--- config.mk ---
export PLATFORM = sky130hd
export DESIGN_NAME = ex_mem_skid
export DESIGN_NICKNAME = d
export VERILOG_FILES = /design/src/rtl/ex_mem_pkg.sv /design/src/rtl/skid_buf.sv /design/src/rtl/ex_mem_skid.sv
export SDC_FILE = /design/constraint.sdc
export NUM_CORES = 1
export LEC_CHECK = 0
export BUFFER_PORTS_ARGS = -buffer_cell sky130_fd_sc_hd__buf_4
export CORE_MARGIN = 10
export CORE_UTILIZATION = 53
export DETAILED_ROUTE_END_ITERATION = 8
export MAX_ROUTING_LAYER = met4
export PLACE_DENSITY = 0.89
export SLEW_MARGIN = 15
export SYNTH_ARGS = -nofsm -noshare
export SYNTH_HDL_FRONTEND = slang
export SYNTH_SLANG_ARGS = --single-unit
--- constraint.sdc ---
create_clock -name clk -period 1.9 [get_ports clk]
set_input_delay 0.095 -clock clk [delete_from_list [all_inputs] [get_ports clk]]
set_output_delay 0.095 -clock clk [all_outputs]
set_load 0.01 [all_outputs]
--- src/rtl/ex_mem_pkg.sv ---
// Shared types for the execute-to-memory pipeline register.
// Payload is sized for the widest datapath; narrower builds leave upper bits zero.
package ex_mem_pkg;

    localparam int RD_W     = 5;
    localparam int XLEN_MAX = 64;

    typedef enum logic [1:0] {
        NONE  = 2'd0,
        LOAD  = 2'd1,
        STORE = 2'd2
    } mem_op_t;

    typedef struct packed {
        logic [XLEN_MAX-1:0] result;
        logic [XLEN_MAX-1:0] store_data;
        logic [RD_W-1:0]     rd;
        logic                reg_write;
        mem_op_t             mem_op;
        logic [2:0]          funct3;
    } ex_mem_t;

    // The unused encoding 2'b11 is treated as "no memory access".
    function automatic mem_op_t sanitize_mem_op(input logic [1:0] raw);
        mem_op_t op;
        case (raw)
            2'd1:    op = LOAD;
            2'd2:    op = STORE;
            default: op = NONE;
        endcase
        return op;
    endfunction

endpackage

--- src/rtl/skid_buf.sv ---
// Generic two-entry valid/ready skid buffer carrying an opaque payload, with flush.
// Latency: 1 cycle from accept to out_vld.
// Backpressure: in_rdy is registered (!skid valid); no combinational path from out_rdy.
module skid_buf #(
    parameter int WIDTH = 8
) (
    input  logic             clk,
    input  logic             reset,
    input  logic             flush,
    input  logic             in_vld,
    output logic             in_rdy,
    input  logic [WIDTH-1:0] in_dat,
    output logic             out_vld,
    input  logic             out_rdy,
    output logic [WIDTH-1:0] out_dat
);

    logic             main_vld_q, main_vld_d;
    logic             skid_vld_q, skid_vld_d;
    logic [WIDTH-1:0] main_dat_q, main_dat_d;
    logic [WIDTH-1:0] skid_dat_q, skid_dat_d;
    logic             push;
    logic             pop;

    assign push = in_vld && !skid_vld_q && !flush;
    assign pop  = main_vld_q && out_rdy;

    always_comb begin
        main_vld_d = main_vld_q;
        skid_vld_d = skid_vld_q;
        main_dat_d = main_dat_q;
        skid_dat_d = skid_dat_q;
        if (flush) begin
            main_vld_d = 1'b0;
            skid_vld_d = 1'b0;
        end else if (!main_vld_q) begin
            if (push) begin
                main_vld_d = 1'b1;
                main_dat_d = in_dat;
            end
        end else if (!skid_vld_q) begin
            if (push && pop) begin
                main_dat_d = in_dat;
            end else if (push) begin
                skid_vld_d = 1'b1;
                skid_dat_d = in_dat;
            end else if (pop) begin
                main_vld_d = 1'b0;
            end
        end else if (pop) begin
            // Skid always drains into main so ordering stays strictly FIFO.
            main_dat_d = skid_dat_q;
            skid_vld_d = 1'b0;
        end
    end

    always_ff @(posedge clk) begin
        if (reset) begin
            main_vld_q <= 1'b0;
            skid_vld_q <= 1'b0;
            main_dat_q <= '0;
            skid_dat_q <= '0;
        end else begin
            main_vld_q <= main_vld_d;
            skid_vld_q <= skid_vld_d;
            main_dat_q <= main_dat_d;
            skid_dat_q <= skid_dat_d;
        end
    end

    assign in_rdy  = !skid_vld_q;
    assign out_vld = main_vld_q;
    assign out_dat = main_dat_q;

endmodule

--- src/rtl/ex_mem_skid.sv ---
// EX/MEM pipeline register: two-entry skid buffer plus head-entry forwarding tap.
// Latency: 1 cycle from accept to out_valid.
// Backpressure: in_ready drops only once the skid entry fills; it never depends on out_ready.
module ex_mem_skid
    import ex_mem_pkg::*;
#(
    parameter int XLEN = 32
) (
    input  logic              clk,
    input  logic              reset,
    input  logic              flush,
    input  logic              in_valid,
    output logic              in_ready,
    input  logic [XLEN-1:0]   in_result,
    input  logic [XLEN-1:0]   in_store_data,
    input  logic [RD_W-1:0]   in_rd,
    input  logic              in_reg_write,
    input  logic [1:0]        in_mem_op,
    input  logic [2:0]        in_funct3,
    output logic              out_valid,
    input  logic              out_ready,
    output logic [XLEN-1:0]   out_result,
    output logic [XLEN-1:0]   out_store_data,
    output logic [RD_W-1:0]   out_rd,
    output logic              out_reg_write,
    output logic [1:0]        out_mem_op,
    output logic [2:0]        out_funct3,
    output logic              fwd_valid,
    output logic [RD_W-1:0]   fwd_rd,
    output logic [XLEN-1:0]   fwd_data
);

    ex_mem_t in_ent;
    ex_mem_t out_ent;

    always_comb begin
        in_ent                       = '0;
        in_ent.result[XLEN-1:0]      = in_result;
        in_ent.store_data[XLEN-1:0]  = in_store_data;
        in_ent.rd                    = in_rd;
        in_ent.reg_write             = in_reg_write;
        in_ent.mem_op                = sanitize_mem_op(in_mem_op);
        in_ent.funct3                = in_funct3;
    end

    skid_buf #(
        .WIDTH ($bits(ex_mem_t))
    ) u_skid (
        .clk     (clk),
        .reset   (reset),
        .flush   (flush),
        .in_vld  (in_valid),
        .in_rdy  (in_ready),
        .in_dat  (in_ent),
        .out_vld (out_valid),
        .out_rdy (out_ready),
        .out_dat (out_ent)
    );

    assign out_result     = out_ent.result[XLEN-1:0];
    assign out_store_data = out_ent.store_data[XLEN-1:0];
    assign out_rd         = out_ent.rd;
    assign out_reg_write  = out_ent.reg_write;
    assign out_mem_op     = out_ent.mem_op;
    assign out_funct3     = out_ent.funct3;

    // Loads have no data yet at this stage, and x0 is never a real producer.
    assign fwd_valid = out_valid && out_ent.reg_write && (out_ent.rd != '0)
                       && (out_ent.mem_op != LOAD);
    assign fwd_rd    = out_ent.rd;
    assign fwd_data  = out_ent.result[XLEN-1:0];

    if (XLEN < XLEN_MAX) begin : g_narrow
        logic unused_hi;
        assign unused_hi = ^{out_ent.result[XLEN_MAX-1:XLEN],
                             out_ent.store_data[XLEN_MAX-1:XLEN]};
    end

endmodule

==> results.txt, run 1 <==
* DR pass1 iterations: 7
* Setup_tns: 0 ns
- Counting both buffers and inverters, the worst setup path holds a total of 4.
- VDD sags by at most 574 µV.
- Class of the most critical setup path: reg2out
- Total routing usage reported by global routing: 25.3%
* Cell at the root of the clock tree: sky130_fd_sc_hd__clkbuf_16
- Final worst hold slack: 0.0534 ns
* Final hold violations: 0
- For this run, the number of Yosys warnings is 0.
- Synthesis-to-finish area growth: 34.7%
- Sequential cells were found to cover 41.0% of the synthesized design area.
- The layout has 968 filler cells.
- I/O pins: 195
- Entering global routing, the biggest net connects 111 pins.
- For the pin with the worst max-slew slack, the measured transition is 0.724 ns.
- Post-Route Skew: 0.00525 ns
- Of the cells placed in the final design, the portion with a size suffix greater than 1 is 30.6%.
- Antenna violations before repair: 2
* Avg Synthesized Cell Area: 8.83 µm²
* Power per unit of standard cell area: 827 nW/µm²
- TritonCTS built the clock tree.
- The worst pin sits at a relative slew slack of 51.7%.
- Tcrit/Tclk final: 95.8%
* Skew-Pair Late Insertion Delay: 0.42 ns
- Maximum level of the CTS H-tree: 4
* Total area of sequential cells: 3050 µm²
- Row generation in the floorplan step produced 43 rows.
- Standard cell with the maximum stage delay on the critical path: sky130_fd_sc_hd__buf_4
- Before CTS, the worst setup slack after placement is 0.291 ns.
* Sort of element at the start of the critical path: flop
* Number of buffers inserted during clock tree synthesis: 17
- The initial utilization of the core area, before any placement, comes to 53.9%.
* TritonCTS Sinks: 152
- Peak fanout along the critical path: 35
- Die footprint: 19,100 µm²
* Number of maximum-capacitance violations: 0
- After synthesis, the netlist uses 29 different library cells.
* Core box area: 13,800 µm²
* Drt initial violations: 763
* Post-route DRC violation count: 0
- Dividing the detail-routed wire length by the instance count gives 20.7 µm.
- The die is 138 µm wide.
* GRT overflow: 0
- Walking the worst path, the cells encountered are buf_4 > buf_4 > inv_1 > buf_4.
- For this run, the leading register cell type out of synthesis is sky130_fd_sc_hd__dfxtp_1.
- For this run, the post-layout net count is 1,095.
- Counting flops with a built-in enable in the synthesized netlist gives 0.
* Setup repair after global routing missed its margin: no
- Ratio of routed vias to standard cells: 6.38
- Proportion of register bits with asynchronous set or reset after synthesis: 0%
- On the worst path, the slowest cell contributes a delay of 0.40 ns.
* Area of the multi-input gates: 3570 µm²
- Clock period minus final worst setup slack: 1.82 ns
* Mapped Nets: 920
- Required time of the critical path: 1.80 ns
- Summed over all layers, the routed wires come to 25,000 µm.
* Classification of the worst-slack hold path: in2reg
* Global placer's final weighted congestion: 0.799
* Syn Std Cell Area: 7420 µm²
* Clock transition at the registers of the reported paths: 0.06 ns
* Final antenna-violating net count: 0
- Wire length of the first global-routing pass: 39,900 µm
* Worst reg2reg setup slack: 0.13 ns
* Hpwl dp: 14,400 µm
- The worst setup path is captured at an output pin.
- For this block, the via count after detailed routing is 7,713.
- The flow ran to the end, and the final reports show no timing, DRC or antenna violations.
* Register bit total from synthesis: 152
- Buffer levels on the longest clock path: 2
- Max-slew violation count: 0
- In the synthesized netlist, the number of instances is 840.
- Among the stages of the critical path, the cell type that occurs most often is sky130_fd_sc_hd__buf_4.
- # port buffers: 194
* Endpoints failing setup: 0
* Die boundary height: 138 µm
* Signal arrival time at the worst endpoint: 1.73 ns
- Family of cells with the greatest summed delay on the critical path: buffers and inverters
- Post-route setup slack: 0.0795 ns
* Final Core Density: 72.6%
- The number of global-route vias before repair is 7,703.
* Leakage: 3.75 nW
* Top achievable clock speed: 549 MHz
-- kinds of logic after synthesis --
| logic type | after synthesis | synth area share, % |
|---|---|---|
| AO/OA/AOI/OAI | 305 | 30.0 |
| AND/OR/NAND/NOR | 234 | 17.5 |
| flip-flops | 152 | 41.0 |
| buffers and inverters | 148 | 11.4 |
| multiplexers | 1 | 0.202 |
-- final cells by class --
type	instances	share of cell area, %
inverters	3	0.113
multi-input cells	540	35.7
well taps	180	2.25
clock buffers	18	4.39
flip-flops and latches	152	30.5
diodes	2	0.0501
repair buffers	301	25.2
clock inverters	13	1.79
-- layout by cell type, fill, tap and decap left out, drive strengths merged --
cell and count:
nand2 74, nand4bb 1, inv 3, a31oi 75, clkinv 5, or4b 2
nor4bb 1, o21ai 75, nand3 75, dfxtp 152, nor2 1, diode 2
and3 1, nand3b 75, o211ai 1, clkbuf 18, a21oi 77, a311oi 75
buf 224, clkinvlp 4, a2111oi 1, nor3 2, mux2 1, nand2b 2
dlygate4sd3 77, bufinv 4, a22oi 1
-- path summary, 6_finish.rpt --
| path | from | to | cells after the start |
|---|---|---|---|
| setup / recovery | u_skid.skid_vld_q | in_ready | 4 |
| hold / removal | in_valid | u_skid.skid_vld_q | 3 |
| setup reg to reg | u_skid.out_vld | u_skid.skid_dat_q[13] | 5 |
| hold reg to reg | u_skid.skid_dat_q[32] | u_skid.skid_dat_q[32] | 2 |
-- worst reg2reg max path, cell delays in order, from the launching register on --
cell and delay, ns:
sky130_fd_sc_hd__dfxtp_2 0.39, sky130_fd_sc_hd__buf_4 0.20, sky130_fd_sc_hd__nor4bb_4 0.35, sky130_fd_sc_hd__buf_4 0.36, sky130_fd_sc_hd__nand3b_1 0.16, sky130_fd_sc_hd__a21oi_1 0.22
-- through the flow --
stage | cells | area (µm²) | power (W)
2_1_floorplan | 840 | 7420 | 0.00414
3_3_place_gp | 1099 | 8600 | 0.00459
3_5_place_dp | 1099 | 8600 | 0.00462
4_1_cts | 1207 | 9990 | 0.00826
5_1_grt | 1209 | 9990 | 0.00850
6_report | 1209 | 9990 | 0.00826
-- flip-flops by register name, indices dropped and copies added (netlist names) --
name               cells
u_skid.out_dat        75
u_skid.skid_dat_q     75
u_skid.out_vld         1
u_skid.skid_vld_q      1
-- metal layers --
metal	wire, µm	part of all wire [%]	track usage (%)	up-vias
met3	1950	7.8	4.73	116
li1	-	-	-	3459
met1	9630	39	28.4	3611
met4	1220	4.9	15.3	0
met2	12200	49	41.1	527
met5	0	0	-	-
-- report_power, final --
part	switching (W)	internal (W)
sequential	0.0000998	0.00331
clock	0.00133	0.00221
combinational	0.000664	0.000634
-- synthesized netlist by cell type, types with 3 or more instances --
cell type,count,area [µm²]
sky130_fd_sc_hd__a311oi_2,50,751
sky130_fd_sc_hd__nand2_1,74,278
sky130_fd_sc_hd__buf_8,4,60.1
sky130_fd_sc_hd__inv_1,3,11.3
sky130_fd_sc_hd__a31oi_1,75,469
sky130_fd_sc_hd__o21ai_0,75,375
sky130_fd_sc_hd__dfxtp_1,152,3040
sky130_fd_sc_hd__buf_2,35,175
sky130_fd_sc_hd__nand3_1,75,375
sky130_fd_sc_hd__a311oi_1,25,219
sky130_fd_sc_hd__a21oi_1,77,385
sky130_fd_sc_hd__nand3b_1,75,563
sky130_fd_sc_hd__buf_4,47,353
sky130_fd_sc_hd__clkbuf_1,55,206
-- repair_timing --
item / in CTS / in global routing
setup buffers: 0 / 0
resized for setup: 0 / 0
endpoints found under the hold margin: 150 / 0
hold buffers: 77 / 0
No activity file was read; power rests on OpenSTA's default activity.
==> run 2, diff against run 1 <==
CORE_MARGIN = 2   (was 10)
MAX_ROUTING_LAYER = unset   (was met4)
==> results.txt, run 2 (synthesized netlist as in run 1, its figures left out) <==
- The starting density of the core came to 53.9% (unchanged).
* Routing layer with the top usage in global route: met2
- The maximum fanout count along the critical path was 24 (-31%).
* Endpoints failing setup: 0 (unchanged)
- The x dimension of the die was 122 µm (-12%).
* Sequential fraction of design power: 41.4% (about the same)
- Final worst hold slack: 0.0718 ns (+0.0183 ns)
* Hpwl dp: 12,500 µm (-13%)
- Clock transition at the registers of the reported paths: 0.06 ns (about the same)
- Ratio of routed vias to standard cells: 6.34 (-0.58%)
* Clock tree from TritonCTS: built
- The number of diodes came to 0 (-2).
- Number of placement rows: 43 (unchanged)
- The iteration-0 DRC count of the detailed router came to 1,061 (+39%).
- Commonest non-fill, non-tap cell in the layout: sky130_fd_sc_hd__buf_4
* Top achievable clock speed: 561 MHz (+2.1%)
- The endpoint identified for the worst register-to-register timing path is u_skid.out_dat[13].
* Max transition margin: 48.7% (-3.1 points)
- STA classifies the critical path endpoint as an output pin.
- Post-CTS setup buffers: 0 (unchanged)
- The fraction of power spent switching nets was 25.2% (-0.17 points).
- The weighted congestion at the end of routability-driven global placement is 0.798 (-0.11%).
* Core box area: 13,800 µm² (unchanged)
- Power per unit of standard cell area: 827 nW/µm² (about the same)
* Fraction of final layout cells sized beyond drive strength 1: 30.2% (-0.37 points)
* Final hold violations: 0 (unchanged)
- Power spent charging and discharging nets: 0.00208 W (-0.68%)
- Slew @ Worst Pin: 0.770 ns (+0.0461 ns)
- Final Core Density: 72.5% (about the same)
- The final critical path time including I/O delays and setup came to 1.78 ns (-0.0371 ns).
- The clock skew after layout came to 0.00889 ns (+0.00364 ns).
- The first-pass iteration count of the detailed router was 7 (unchanged).
* Cell at the root of the clock tree: sky130_fd_sc_hd__clkbuf_16
- Startpoint of the lowest-slack register-to-register path: u_skid.out_vld
- Post-detailed-routing wire length: 22,900 µm (-8.3%)
- Setup repair after global routing missed its margin: no
- The wire length per cell after detailed routing is 19.0 µm (-7.8%).
- The die footprint is 15,000 µm² (-22%).
- The number of antenna violations at the first check in global routing came to 0 (-2).
- Class of the most critical setup path: reg2out
- The number of input and output port buffers inserted came to 194 (unchanged).
* Sort of element at the start of the critical path: flop
- The logic depth of the worst register-to-register path was 4 (-1).
- The share of the clock period used by the worst path after layout is 93.9% (-2.0 points).
* GR Layer Usage met1: 35.2% (+6.9 points)
* Skew-Pair Late Insertion Delay: 0.43 ns (about the same)
* I/O pins: 195 (unchanged)
* Proportion of power drawn by combinational gates: 15.5% (-0.2 points)
* TritonCTS Sinks: 152 (unchanged)
- Status: completed
* Die boundary height: 122 µm (-12%)
- VDD IR-drop max: 536 µV (-6.6%)
* Number of global-route vias before repair: 7,176 (-6.8%)
- The worst-case register-to-register setup slack is 0.14 ns (about the same).
* Classification of the worst-slack hold path: in2reg
* Net count, final: 1,090 (-0.46%)
- Min-Delay Endpoint: u_skid.out_vld
- The buffer depth of the longest clock path came to 2 (unchanged).
- The cell count of the worst hold path is 3 (unchanged).
* Total routing usage reported by global routing: 29.6% (+4.4 points)
* Clock share of power: 43.1% (about the same)
* GR met2 Demand/Resource: 51.2% (+10 points)
- Maximum level of the CTS H-tree: 4 (unchanged)
* Max-slew violation count: 0 (unchanged)
- The final total negative setup slack is 0 ns (unchanged).
- Internal power: 0.00618 W (+0.21%)
* Signal arrival time at the worst endpoint: 1.69 ns (-0.04 ns)
* Via total after detailed routing: 7,630 (-1.1%)
- Number of buffers inserted during clock tree synthesis: 17 (unchanged)
- The leakage power summed over all cells is 3.74 nW (-0.25%).
- The number of design rule violations left after detail routing was 0 (unchanged).
* Required time of the critical path: 1.80 ns (about the same)
- The largest net degree at the start of global routing is 100 (-9.9%).
* Final antenna-violating net count: 0 (unchanged)
* GRT overflow: 0 (unchanged)
* Min-Delay Startpoint: in_valid
- Global routing met3 resource utilization: 6.27% (+1.5 points)
* Wire length of the first global-routing pass: 35,300 µm (-12%)
- In the layout the commonest cells are 210 x sky130_fd_sc_hd__buf_4, 150 x sky130_fd_sc_hd__dfxtp_1, 77 x sky130_fd_sc_hd__a21oi_1.
- Number of maximum-capacitance violations: 0 (unchanged)
- The area added between synthesis and finish was 34.6% (about the same).
## run 2: cell types whose count changed in the layout (fill, tap and decap cells not counted), sizes merged
| cell | previous run | this run |
|---|---|---|
| buf | 224 | 220 |
| diode | 2 | 0 |
| dlygate4sd3 | 77 | 76 |
| clkbuf | 18 | 20 |
| clkinvlp | 4 | 3 |
## run 2: repair_timing
item,CTS,global route
hold buffers,76,0
resized for setup,0,2
endpoints found under the setup margin,0,2
endpoints found under the hold margin,150,0
## run 2: critical path: stages (launching register included)
cell                       delay, ns
sky130_fd_sc_hd__dfxtp_4        0.54
sky130_fd_sc_hd__buf_4          0.32
sky130_fd_sc_hd__o211ai_1       0.12
sky130_fd_sc_hd__a21oi_1        0.13
sky130_fd_sc_hd__buf_4          0.14
## run 2: cell type report
type / instances / area [µm²]
fill: 998 / 3790
multi-input combinational: 540 / 3570
sequential: 152 / 3050
timing repair buffer: 296 / 2510
clock buffer: 20 / 447
tap: 180 / 225
clock inverter: 12 / 175
inverter: 3 / 11.3
## run 2: power groups by stage
stage	Clock (W)	Sequential [W]	Combinational (W)
2_1_floorplan	0	0.00351	0.000635
3_3_place_gp	0	0.00348	0.00110
3_5_place_dp	0	0.00348	0.00112
4_1_cts	0.00357	0.00341	0.00125
5_1_grt	0.00373	0.00343	0.00136
6_report	0.00356	0.00342	0.00128
## run 2: worst max-delay path by stage
| stage | start | endpoint | slack (ns) | cells past startpoint |
|---|---|---|---|---|
| after CTS | u_skid.out_vld | u_skid.out_dat[14] | 0.12 | 4 |
| after detailed placement | u_skid.out_vld | u_skid.out_dat[14] | 0.13 | 4 |
| after floorplan | u_skid.out_vld | u_skid.out_dat[100] | 0.41 | 6 |
| final | u_skid.out_vld | fwd_valid | 0.12 | 4 |
| after global routing | u_skid.out_vld | fwd_valid | 0.03 | 4 |
| after global placement | u_skid.out_vld | u_skid.out_dat[32] | 0.23 | 4 |
## run 2: layer usage
metal,vias up,part of all wire [%]
met1,3647,39
met5,-,0
met2,468,50
met4,0,2.9
li1,3442,-
met3,73,8.3
## run 2: through the flow
step	std cells	setup WS, ns	area, µm²	power [W]
2_1_floorplan	840	0.407	7420	0.00414
3_3_place_gp	1095	0.228	8600	0.00457
3_5_place_dp	1095	0.132	8600	0.00460
4_1_cts	1203	0.122	9980	0.00824
5_1_grt	1203	0.0280	9990	0.00851
6_report	1203	0.117	9990	0.00826
==> run 3, diff against run 2 <==
--- a/config.mk
+++ b/config.mk
@@ -9,4 +9,5 @@
 export CORE_MARGIN = 2
 export CORE_UTILIZATION = 53
+export CTS_CLUSTER_DIAMETER = 150
 export DETAILED_ROUTE_END_ITERATION = 8
 export PLACE_DENSITY = 0.89
==> constraint.sdc (replaced) <==
create_clock -name clk -period 1.9 [get_ports clk]
set_input_delay 0.095 -clock clk [delete_from_list [all_inputs] [get_ports clk]]
set_output_delay 0.095 -clock clk [all_outputs]
set_load 0.1 [all_outputs]
==> results.txt, run 3 (synthesized netlist as in run 1, its figures left out) <==
- Number of global-route vias before repair: 7,448 (+3.8%)
- Sort of element at the start of the critical path: flop
- The overall fraction of global-route tracks in use came to 31.5% (+1.9 points).
- The CTS clock-pin slew for the worst setup and hold paths is 0.06 ns (about the same).
- Largest net degree at the start of global routing: 106 (+6.0%)
* Setup repair after global routing missed its margin: no
* Skew-Pair Late Insertion Delay: 0.42 ns (about the same)
- The number of design rule violations left after detail routing is 0 (unchanged).
* Antenna violations before repair: 0 (unchanged)
- Number of buffers inserted during clock tree synthesis: 17 (unchanged)
- Average wire per cell in the routed design: 19.9 µm (+4.6%)
- Leaving out fill and tap cells, the most frequent cell in the layout is sky130_fd_sc_hd__buf_4.
- Peak fanout along the critical path: 17 (-29%)
- The height of the die came to 122 µm (unchanged).
- Ratio of routed vias to standard cells: 6.41 (+0.99%)
* Number of antenna cells inserted: 0 (unchanged)
- The library cells used most frequently in the layout, excluding fill and tap cells, are 210 x sky130_fd_sc_hd__buf_4, 148 x sky130_fd_sc_hd__dfxtp_1, 76 x sky130_fd_sc_hd__a21oi_1, 76 x sky130_fd_sc_hd__dlygate4sd3_1.
- Buffers plus inverters on the worst setup path: 2 (unchanged)
* Family of cells with the greatest summed delay on the critical path: buffers and inverters
* I/O pins: 195 (unchanged)
- Class of the most critical setup path: reg2out
* Post-CTS setup buffers: 0 (unchanged)
* Via total after detailed routing: 7,712 (+1.1%)
- VDD IR-drop max: 622 µV (+16%)
* Maximum level of the CTS H-tree: 4 (unchanged)
- The die footprint came to 15,000 µm² (unchanged).
- Sum of met3 wire segment lengths after detailed routing: 1880 µm (-1.4%)
- The fraction of layout cells with a size suffix above 1 is 30.7% (+0.46 points).
- Cell at the root of the clock tree: sky130_fd_sc_hd__clkbuf_16
- Wire length of the first global-routing pass: 37,200 µm (+5.5%)
* Final Core Density: 72.9% (+0.35 points)
- Global placer's final weighted congestion: 0.789 (-1.2%)
- Total area of sequential cells: 3050 µm² (about the same)
* Top achievable clock speed: 545 MHz (-2.8%)
* Drt initial violations: 1,148 (+8.2%)
* Clock tree from TritonCTS: built
- The combined area of the multi-input logic cells was 3580 µm² (+0.32%).
- The number of setup violations in the final report was 0 (unchanged).
* Max-slew violation count: 0 (unchanged)
- The power per unit of standard cell area came to 934 nW/µm² (+13%).
- Classification of the worst-slack hold path: in2reg
- The share of the clock period used by the worst path after layout is 96.6% (+2.7 points).
* TritonCTS Sinks: 152 (unchanged)
- Max transition margin: 44.7% (-3.9 points)
- The core footprint was 13,800 µm² (unchanged).
- The signal on the critical path passes through buf_4 > o211ai_1 > a21oi_4 > buf_6.
- The final critical path time including I/O delays and setup is 1.84 ns (+0.0518 ns).
- Signal arrival time at the worst endpoint: 1.74 ns (+0.05 ns)
- Number of placement rows: 43 (unchanged)
- Number of maximum-capacitance violations: 0 (unchanged)
* Buffer levels on the longest clock path: 2 (unchanged)
- The data required time of the worst path was 1.80 ns (about the same).
- The worst-margin pin slew was 0.829 ns (+0.0589 ns).
* Net count, final: 1,092 (+0.18%)
- Setup_tns: 0 ns (unchanged)
* Type of destination of the critical path: output pin
* GRT overflow: 0 (unchanged)
- The first-pass iteration count of the detailed router was 7 (unchanged).
- The remaining antenna violation count came to 0 (unchanged).
- Initial core utilization: 53.9% (unchanged)
- Wire length on met2: 12,000 µm (+4.5%)
* Standard cell with the maximum stage delay on the critical path: sky130_fd_sc_hd__dfxtp_4
- Peak per-stage delay on the critical path: 0.42 ns (-0.12 ns)
- The x dimension of the die came to 122 µm (unchanged).
- The final hold violation count is 0 (unchanged).
- The area growth from synthesis to layout is 35.2%.
- The final routed wirelength across all metal layers is 24,000 µm (+4.7%).
* Final-layout fill cell count: 939 (-5.9%)
- The highest layer touched by signal routing is met4.
- The flow ran to the end, and the final reports show no timing, DRC or antenna violations.
- Hpwl dp: 12,600 µm (+0.76%)
- Routed met1 length: 9010 µm (+1.8%)
- Leakage: 3.77 nW (+0.77%)
* Post-Route Skew: 0.00707 ns (-0.00181 ns)
- # port buffers: 194 (unchanged)
## run 3: cell types whose count changed in the layout (fill, tap and decap cells not counted), sizes merged
| cell | delta |
|---|---|
| buf | +2 |
| bufinv | -1 |
| clkbuf | +3 |
| clkinv | -1 |
| clkinvlp | -2 |
## run 3: cell type report
cell class,count,area share [%]
flip-flops and latches,152,30.4
multi-input cells,540,35.7
inverters,3,0.112
clock inverters,8,1.17
well taps,180,2.24
repair buffers,298,25.4
clock buffers,23,4.96
## run 3: power by group
| group | internal (W) | leakage (nW) | switching (W) |
|---|---|---|---|
| registers | 0.00331 | 1.24 | 0.000106 |
| logic | 0.000649 | 2.22 | 0.00179 |
| clock network | 0.00222 | 0.305 | 0.00129 |
| total | 0.00619 | 3.77 | 0.00318 |
## run 3: per-stage QoR
stage / total power (W) / cells / area [µm²] / worst slack, ns / hold slack, ns
2_1_floorplan: 0.00527 / 840 / 7440 / 0.0160 / 0.164
3_3_place_gp: 0.00572 / 1097 / 8650 / 0.258 / 0.326
3_5_place_dp: 0.00575 / 1097 / 8650 / 0.167 / 0.334
4_1_cts: 0.00935 / 1204 / 10000 / 0.0698 / 0.0243
5_1_grt: 0.00963 / 1204 / 10000 / 0.0309 / 0.0477
6_report: 0.00937 / 1204 / 10000 / 0.0648 / 0.0337
## run 3: worst reg2reg max path, cell delays in order (launching register included)
cell	delay (ns)
sky130_fd_sc_hd__dfxtp_2	0.39
sky130_fd_sc_hd__buf_4	0.29
sky130_fd_sc_hd__nand4bb_4	0.22
sky130_fd_sc_hd__buf_6	0.34
sky130_fd_sc_hd__o21ai_0	0.18
sky130_fd_sc_hd__a21oi_1	0.22
## run 3: path summary, 6_finish.rpt
kind / start / to / slack, ns / depth (start not counted)
hold reg to reg: u_skid.skid_dat_q[94] / u_skid.skid_dat_q[94] / 0.47 / 2
setup reg to reg: u_skid.skid_vld_q / u_skid.skid_dat_q[19] / 0.19 / 5
setup / recovery: u_skid.out_vld / fwd_valid / 0.06 / 4
hold / removal: in_valid / u_skid.out_vld / 0.03 / 3
## run 3: repair_timing
item | in CTS | in global routing
hold buffers | 76 | 0
resized for setup | 0 | 2
endpoints found under the setup margin | 0 | 31
hold endpoints to repair | 147 | 0
## run 3: per-layer routing
metal	global-route usage, %	vias up
li1	-	3450
met1	36.3	3651
met2	53.4	501
met3	6.37	110
met4	19.8	0
met5	0	-
